===== src/rtl/change_dispenser.sv =====
// change_dispenser: greedy coin payout, one coin per eject/ack handshake.
// Publishes remaining cents and a per-coin tally of the current payout.
module change_dispenser #(
  parameter int unsigned MAX_CHANGE  = 500,
  parameter int unsigned ACK_TIMEOUT = 1023
) (
  input  logic        clk,
  input  logic        rst_n,
  input  logic        start,
  input  logic [8:0]  amount,
  input  logic        clear,
  input  logic [3:0]  hopper_empty,
  input  logic        eject_ack,
  output logic [3:0]  eject,
  output logic        busy,
  output logic        done,
  output logic        err,
  output logic        fault,
  output logic [8:0]  remaining,
  output logic [27:0] tally
);

  localparam logic [2:0] IDLE     = 3'd0;
  localparam logic [2:0] SELECT   = 3'd1;
  localparam logic [2:0] EJECT    = 3'd2;
  localparam logic [2:0] WAIT_ACK = 3'd3;
  localparam logic [2:0] DONE     = 3'd4;
  localparam logic [2:0] FAULT    = 3'd5;

  localparam int unsigned TW = $clog2(ACK_TIMEOUT + 1);
  localparam logic [8:0] MAX_C = 9'(MAX_CHANGE);
  localparam logic [TW-1:0] TO_LAST = TW'(ACK_TIMEOUT - 1);

  logic [2:0]      state_q, state_d;
  logic [8:0]      rem_q, rem_d;
  logic [3:0][6:0] tally_q, tally_d;
  logic [1:0]      coin_q, coin_d;
  logic [TW-1:0]   cnt_q, cnt_d;
  logic [3:0]      eject_q, eject_d;
  logic            busy_q, busy_d;
  logic            done_q, done_d;
  logic            err_q, err_d;
  logic            fault_q, fault_d;
  logic            amt_ok;

  function automatic logic [8:0] coin_val(input logic [1:0] c);
    logic [8:0] v;
    unique case (c)
      2'd3:    v = 9'd100;
      2'd2:    v = 9'd25;
      2'd1:    v = 9'd10;
      default: v = 9'd5;
    endcase
    return v;
  endfunction

  assign amt_ok = (amount <= MAX_C) && ((amount % 9'd5) == 9'd0);

  always_comb begin
    state_d = state_q;
    rem_d   = rem_q;
    tally_d = tally_q;
    coin_d  = coin_q;
    cnt_d   = cnt_q;
    err_d   = 1'b0;
    unique case (state_q)
      IDLE: begin
        if (start) begin
          if (amt_ok) begin
            rem_d   = amount;
            tally_d = '0;
            state_d = SELECT;
          end else begin
            err_d = 1'b1;
          end
        end
      end
      SELECT: begin
        // largest coin that fits and whose hopper still has stock
        if (rem_q == 9'd0) begin
          state_d = DONE;
        end else if (rem_q >= 9'd100 && !hopper_empty[3]) begin
          coin_d  = 2'd3;
          state_d = EJECT;
        end else if (rem_q >= 9'd25 && !hopper_empty[2]) begin
          coin_d  = 2'd2;
          state_d = EJECT;
        end else if (rem_q >= 9'd10 && !hopper_empty[1]) begin
          coin_d  = 2'd1;
          state_d = EJECT;
        end else if (!hopper_empty[0]) begin
          coin_d  = 2'd0;
          state_d = EJECT;
        end else begin
          state_d = FAULT;
        end
      end
      EJECT: begin
        cnt_d   = '0;
        state_d = WAIT_ACK;
      end
      WAIT_ACK: begin
        if (eject_ack) begin
          rem_d = rem_q - coin_val(coin_q);
          if (tally_q[coin_q] != 7'd127) begin
            tally_d[coin_q] = tally_q[coin_q] + 7'd1;
          end
          state_d = SELECT;
        end else if (cnt_q == TO_LAST) begin
          state_d = FAULT;
        end else begin
          cnt_d = cnt_q + 1'b1;
        end
      end
      DONE: state_d = IDLE;
      FAULT: begin
        if (clear) begin
          state_d = IDLE;
        end
      end
      default: state_d = IDLE;
    endcase
  end

  // outputs are registered from the next state
  always_comb begin
    eject_d = (state_d == EJECT) ? (4'b0001 << coin_d) : 4'b0000;
    busy_d  = (state_d != IDLE);
    done_d  = (state_d == DONE);
    fault_d = (state_d == FAULT);
  end

  always_ff @(posedge clk or negedge rst_n) begin
    if (!rst_n) begin
      state_q <= IDLE;
      rem_q   <= '0;
      tally_q <= '0;
      coin_q  <= '0;
      cnt_q   <= '0;
      eject_q <= '0;
      busy_q  <= 1'b0;
      done_q  <= 1'b0;
      err_q   <= 1'b0;
      fault_q <= 1'b0;
    end else begin
      state_q <= state_d;
      rem_q   <= rem_d;
      tally_q <= tally_d;
      coin_q  <= coin_d;
      cnt_q   <= cnt_d;
      eject_q <= eject_d;
      busy_q  <= busy_d;
      done_q  <= done_d;
      err_q   <= err_d;
      fault_q <= fault_d;
    end
  end

  assign eject     = eject_q;
  assign busy      = busy_q;
  assign done      = done_q;
  assign err       = err_q;
  assign fault     = fault_q;
  assign remaining = rem_q;
  assign tally     = tally_q;

endmodule


===== config.mk =====
export PLATFORM = sky130hd
export DESIGN_NAME = change_dispenser
export DESIGN_NICKNAME = d
export VERILOG_FILES = /design/src/rtl/change_dispenser.sv
export SDC_FILE = /design/constraint.sdc
export NUM_CORES = 1
export LEC_CHECK = 0
export ABC_AREA = 1
export BUFFER_PORTS_ARGS = -buffer_cell sky130_fd_sc_hd__buf_4
export CAP_MARGIN = 20
export CELL_PAD_IN_SITES_DETAIL_PLACEMENT = 0
export CELL_PAD_IN_SITES_GLOBAL_PLACEMENT = 1
export CORE_AREA = 2 2 112 114
export CTS_CLUSTER_SIZE = 14
export DETAILED_ROUTE_END_ITERATION = 6
export DIE_AREA = 0 0 114 116
export GPL_TIMING_DRIVEN = 0
export MAX_ROUTING_LAYER = met4
export PLACE_DENSITY_LB_ADDON = 0.1
export SLEW_MARGIN = 20
export SYNTH_ARGS = -nofsm -noshare
export SYNTH_HDL_FRONTEND = slang
export SYNTH_SLANG_ARGS = --single-unit
export TNS_END_PERCENT = 5

===== constraint.sdc =====
create_clock -name clk -period 3.7 [get_ports clk]
set_input_delay 0.37 -clock clk [delete_from_list [all_inputs] [get_ports clk]]
set_output_delay 0.37 -clock clk [all_outputs]
set_load 0.005 [all_outputs]

=== After elaboration in Yosys (flattened, before gate mapping) ===
Cells that the tools add are included.

* Bits of input ports: 18
* Logic and storage cells: 100
* Output and inout bits: 45
* Register bits after elaboration: 60

* Shifts and indexed selects: 1
* Reduce and logical (&&, ||, !) cells: 17
* Div/mod/pow operators: 1
* Equal/unequal tests: 18
* Muxes and demuxes: 41
* Order comparisons: 6
* $add $sub $neg: 3

{| class="wikitable"
|+ Operator list
! cell !! count
|-
| two-way mux 28 bit || 4
|-
| case mux 28 bit (2 select lines) || 1
|-
| two-way mux 9 bit || 5
|-
| two-way mux 3 bit || 10
|-
| bitwise mux 28 bit || 1
|-
| case mux 7 bit (3 select lines) || 1
|-
| two-way mux 10 bit || 2
|-
| case mux 10 bit (2 select lines) || 1
|-
| zero test 9 bit || 2
|-
| case mux 9 bit (2 select lines) || 1
|-
| case mux 3 bit (5 select lines) || 1
|-
| binary-select mux 7 bit (select 2 bit) || 1
|-
| demux 7 bit (select 2 bit) || 1
|-
| two-way mux 7 bit || 2
|-
| two-way mux 2 bit || 6
|-
| != test 2 bit (second input constant) || 6
|-
| adder 10 x 1 -> 10 bit (second input constant) || 1
|-
| == test 10 bit (second input constant) || 1
|-
| == test 3 x 2 -> 1 bit (second input constant) || 3
|-
| == test 3 bit (second input constant) || 3
|-
| greater-or-equal comparator 9 x 4 -> 1 bit (second input constant) || 1
|-
| greater-or-equal comparator 9 x 5 -> 1 bit (second input constant) || 1
|-
| greater-or-equal comparator 9 x 7 -> 1 bit (second input constant) || 1
|-
| less-or-equal comparator 9 bit (second input constant) || 1
|-
| 20 further kinds || 30
|}

=== Longest topological paths before layout ===
* Depth in word-level cells: 9
* Gate-level depth with buffers: 36
* Mapped depth without buffers: 35

=== Least setup slack after synthesis ===
Ideal clock, no wire load.

* Path type: input -> register
* From: input port amount[6]
* To: register tally_q, in the netlist tally[4]
* Cell stages on the path: 33
* Library setup time: 0.117 ns
* Path buffers: 1
* Arrival: 2.776 ns
* Required time: 3.583 ns
* Setup slack: 0.807 ns
* Path through: inv_2 nand2_2 nand2_2 inv_2 nand2_2 nand2_2 nand2_1 nand3_2 nand2_4 nand2_4 nand2_4 inv_1 nand2_1 nand3_2 nand2_2 nand3_2 nand2_4 nand2_4 nand2_1 nand3_2 nand2_2 nand2_1 nand2_1 nand2_2 inv_2 nand2_2 nand3_1 nand3_2 nand2_4 buf_8 nand3_4 nand2_1 nand2_1

* Longest elaborated chain between the ends: 5
* Elaborated cells on any way between the ends: 6
* Classes of those cells: 1 x div; 1 x order compare; 1 x eq/ne; 3 x reduce/logical

{| class="wikitable"
|+ RTL lines
! what !! RTL line !! source
|-
| start, declared || 10 || <nowiki>input logic [8:0] amount,</nowiki>
|-
| remainder unit 9 x 3 -> 9 bit || 57 || <nowiki>assign amt_ok = (amount <= MAX_C) && ((amount % 9'd5) == 9'd0);</nowiki>
|-
| zero test 9 bit || 57 ||
|-
| logical AND 1 bit * || 57 ||
|-
| != test 2 bit (no line) * || -- ||
|-
| AND reduction 5 bit (no line) * || -- ||
|-
| end signal, assigned || 148 || <nowiki>tally_q <= tally_d;</nowiki>
|-
| end, declared || 36 || <nowiki>logic [3:0][6:0] tally_q, tally_d;</nowiki>
|}

Every way passes the cells marked *; elsewhere a longest branch is shown, timed or not.
A chain may end at the register's enable or synchronous reset.

=== Final worst setup path ===
* From: register coin_q[1]
* To: register tally_q, in the netlist tally[12]

* Longest elaborated chain between the ends: 8
* Elaborated cells on any way between the ends: 15
* Classes of those cells: 1 x add/sub; 2 x order compare; 2 x eq/ne; 8 x mux; 2 x reduce/logical

{| class="wikitable"
|+ RTL lines
! what !! RTL line !! source
|-
| start, declared || 37 || <nowiki>logic [1:0] coin_q, coin_d;</nowiki>
|-
| start signal, assigned || 149 || <nowiki>coin_q <= coin_d;</nowiki>
|-
| branches (longest 8 deep; another with adder 7 x 1 -> 7 bit) || -- ||
|}

Several ways; the timed one is not identified. The select of a mux whose other input is x is not followed.

==> flow_summary.yaml <==
floorplan:
  dieHeight_um: 116
  fp.dieArea_um2: 13200
  core_area_um2: 11900
  row_count: 40
  fp.dieW_um: 114
  io_pins: 63
  start_util_pct: 34.4
layout:
  final_common_cell: "nand2_1"
  nNetsFinal: 673
  final_cell_mix: "nand2_1 (167), inv_1 (62), buf_4 (62)"
  syn2layout_area_growth_pct: 22.7
  drive_gt1_share_pct: 19.4
  stdcell_count: 792
  diodes: 0
  fill_cells: 1267
synth:
  ys_ff_latch: 60
  syn_area_um2: 4090
  syn_nets: 600
  synth_flop_cell: "dfrtp_1"
  synthTopCellsByArea: "dfrtp_1 (37%), nand2_1 (15%), inv_1 (5.7%)"
  syn_area_per_cell_um2: 7.22
  yosys.area.top_type: "dfrtp_1"
  synth_edf_count: 0
  yosysTopAreaCellShare_pct: 36.7
  ys_async_sr_fraction_pct: 100
  synth_seq_area_share_pct: 36.7
  yosysWarningCount: 0
  netlist_instances: 567
  synthDistinctLibCells: 40
cts:
  clock_path_buffers: 2
  clk_pin_slew_ns: 0.05
  cts_tree: "built"
  cts_root_buffer: "clkbuf_16"
  clock_latency_ns: 0.33
  numCtsBuffers: 9
  holdBufCountCts: 0
  cts_max_level: 3
  cts.sinks: 60
sta:
  finalSetupTns_ns: 0
  hold_viol: 0
  fin_crit_sh_pct: 89.5
  clock_skew_ns: 0.00643
  slew_headroom_pct: 48.0
  period_needed_ns: 3.31
  fmax_mhz: 302
  setup_viol: 0
  worstMarginPinSlew_ns: 0.780
  grt_setup_unrepaired: "no"
  drv_slew: 0
  setup_ws_ns: 0.389
place:
  routabilityCongestion: 0.866
  port_buffers: 62
  post-place-ws_ns: 0.0893
  dpl.hpwl_um: 8560
  place_inst: 776
global_routing:
  grt_overflow: 0
  grt_max_degree: 61
  grt_pass1_vias: 3795
  grt_usage_pct: 18.7
  grt_pass1_wl_um: 18600
  antenna_found_initial: 0
flow_run:
  cap_violations: 0
worst_setup_path:
  crit_chain: "inv_1 > clkbuf_1 > a21oi_1 > a32oi_1 > ha_1 > nor3b_1 > nand4_1 > nand2_1 > a21oi_2 > clkbuf_4 > nand3_2 > nand2_1 > nand2_1"
  critPathKind: "flip-flop to flip-flop"
  cp.required_ns: 3.97
  critPathSlowestCell: "dfrtp_1"
  cp-end-kind: "flip-flop"
  critPathBufInv: 3
  path_max_fanout: 11
  crit_family: "simple AND/OR/NAND/NOR gates"
  crit_top_cell: "nand2_1"
  cp.arrival_ns: 3.58
  max_stage_delay_ns: 0.50
  cp-start-kind: "flip-flop"
worst_hold_path:
  hold_path.class: "input port to async pin"
power_and_ir_drop:
  intPower_w: 0.00216
  max-vdd-ir-drop_uv: 345
  switching_share_pct: 48.6
  p_per_area_nw_per_um2: 838
  combPwrFrac_pct: 57.1
  p_sw_w: 0.00205
  p_seq_share_pct: 24.7
  power.static_leakage_nw: 2.68
  pwr-share-clk_pct: 18.2
route:
  wire_per_inst_um: 14.6
  ant_nets: 0
  vias: 3956
  wirelength_um: 11600
  drc_errors: 0
  vias_per_cell: 4.99
  detail_route.first_pass.iterations: 5
  dr.first_iter.drc_count: 210
run_status:
  status: "finished clean"
==> synth_stat cells (3+ instances only) <==
master	n
nand2_1	167
inv_1	62
dfrtp_1	60
nor2_1	50
nand3_1	37
nand4_1	34
o21ai_0	25
a21oi_1	20
ha_1	14
nand2_2	14
nand3_2	10
nor3_1	9
clkbuf_1	8
nand2_4	6
o22ai_1	6
inv_2	5
xor2_1	5
xnor2_1	4
nor4_1	3
o21bai_1	3
==> routing by layer <==
layer | routed length (um) | GRT usage, % | vias to the layer above
li1 | - | - | 2027
met1 | 5100 | 23.6 | 1825
met2 | 5640 | 30.1 | 89
met3 | 635 | 2.46 | 15
met4 | 203 | 8.21 | 0
met5 | 0 | - | -
==> state kept, by name (all words and copies together), names as in the netlist <==
signal     cells
busy           1
cnt_q         10
coin_q         2
done           1
eject          4
err            1
fault          1
remaining      9
state_q        3
tally         28
==> worst paths after layout <==
path                                start   endpoint  slack [ns]  cells past startpoint
worst max-delay path            coin_q[1]  tally[12]        0.39                     13
worst min-delay path                rst_n   cnt_q[4]        0.12                      1
worst max register to register  coin_q[1]  tally[12]        0.39                     13
worst min register to register   cnt_q[9]   cnt_q[9]        0.47                      1
max in group asynchronous           rst_n  coin_q[0]        3.04                      1
min in group clk                    start        err        0.28                      3
==> logic make-up (layout without fill, tap and decap cells) <==
family / after synthesis / after routing / share of synthesized area [%]
fa+ha+maj: 15 / 15 / 4.77
flops: 60 / 60 / 36.7
xor+xnor: 9 / 9 / 1.93
buf+inv: 81 / 159 / 8.16
simple gates: 334 / 334 / 38.6
compound gates: 68 / 68 / 9.84
==> power by group through the flow <==
stage / Sequential, W / Combinational [W] / Clock (W)
4_1_cts: 0.00103 / 0.00241 / 0.000785
3_5_place_dp: 0.00104 / 0.00240 / 0
2_1_floorplan: 0.000998 / 0.00163 / 0
3_3_place_gp: 0.00104 / 0.00239 / 0
5_1_grt: 0.00107 / 0.00272 / 0.000813
6_report: 0.00104 / 0.00241 / 0.000765
==> stage by stage <==
step / hold slack, ns / instance area (um^2) / total power (W) / utilization, %
finish: 0.117 / 5020 / 0.00421 / 42.2
detailed placement: 0.457 / 4740 / 0.00344 / 39.8
global route: 0.184 / 5020 / 0.00460 / 42.2
CTS: 0.155 / 5010 / 0.00423 / 42.1
global placement: 0.454 / 4740 / 0.00343 / 39.8
floorplan: 0.0744 / 4090 / 0.00263 / -
==> final cells by class <==
type	count	area [um^2]	area share, %
repair buffers	62	465	9.27
multi-input cells	426	2260	45.0
clock inverters	5	27.5	0.548
plain buffers	12	76.3	1.52
well taps	147	184	3.66
clock buffers	11	243	4.83
inverters	69	263	5.23
flip-flops and latches	60	1500	29.9
==> what timing repair did <==
item | 4_1_cts | 5_1_grt
endpoints found under the setup margin | 0 | 30
setup buffers | 0 | 0
gates resized for setup | 0 | 5
Note: power is estimated with default switching activity, not from simulation.
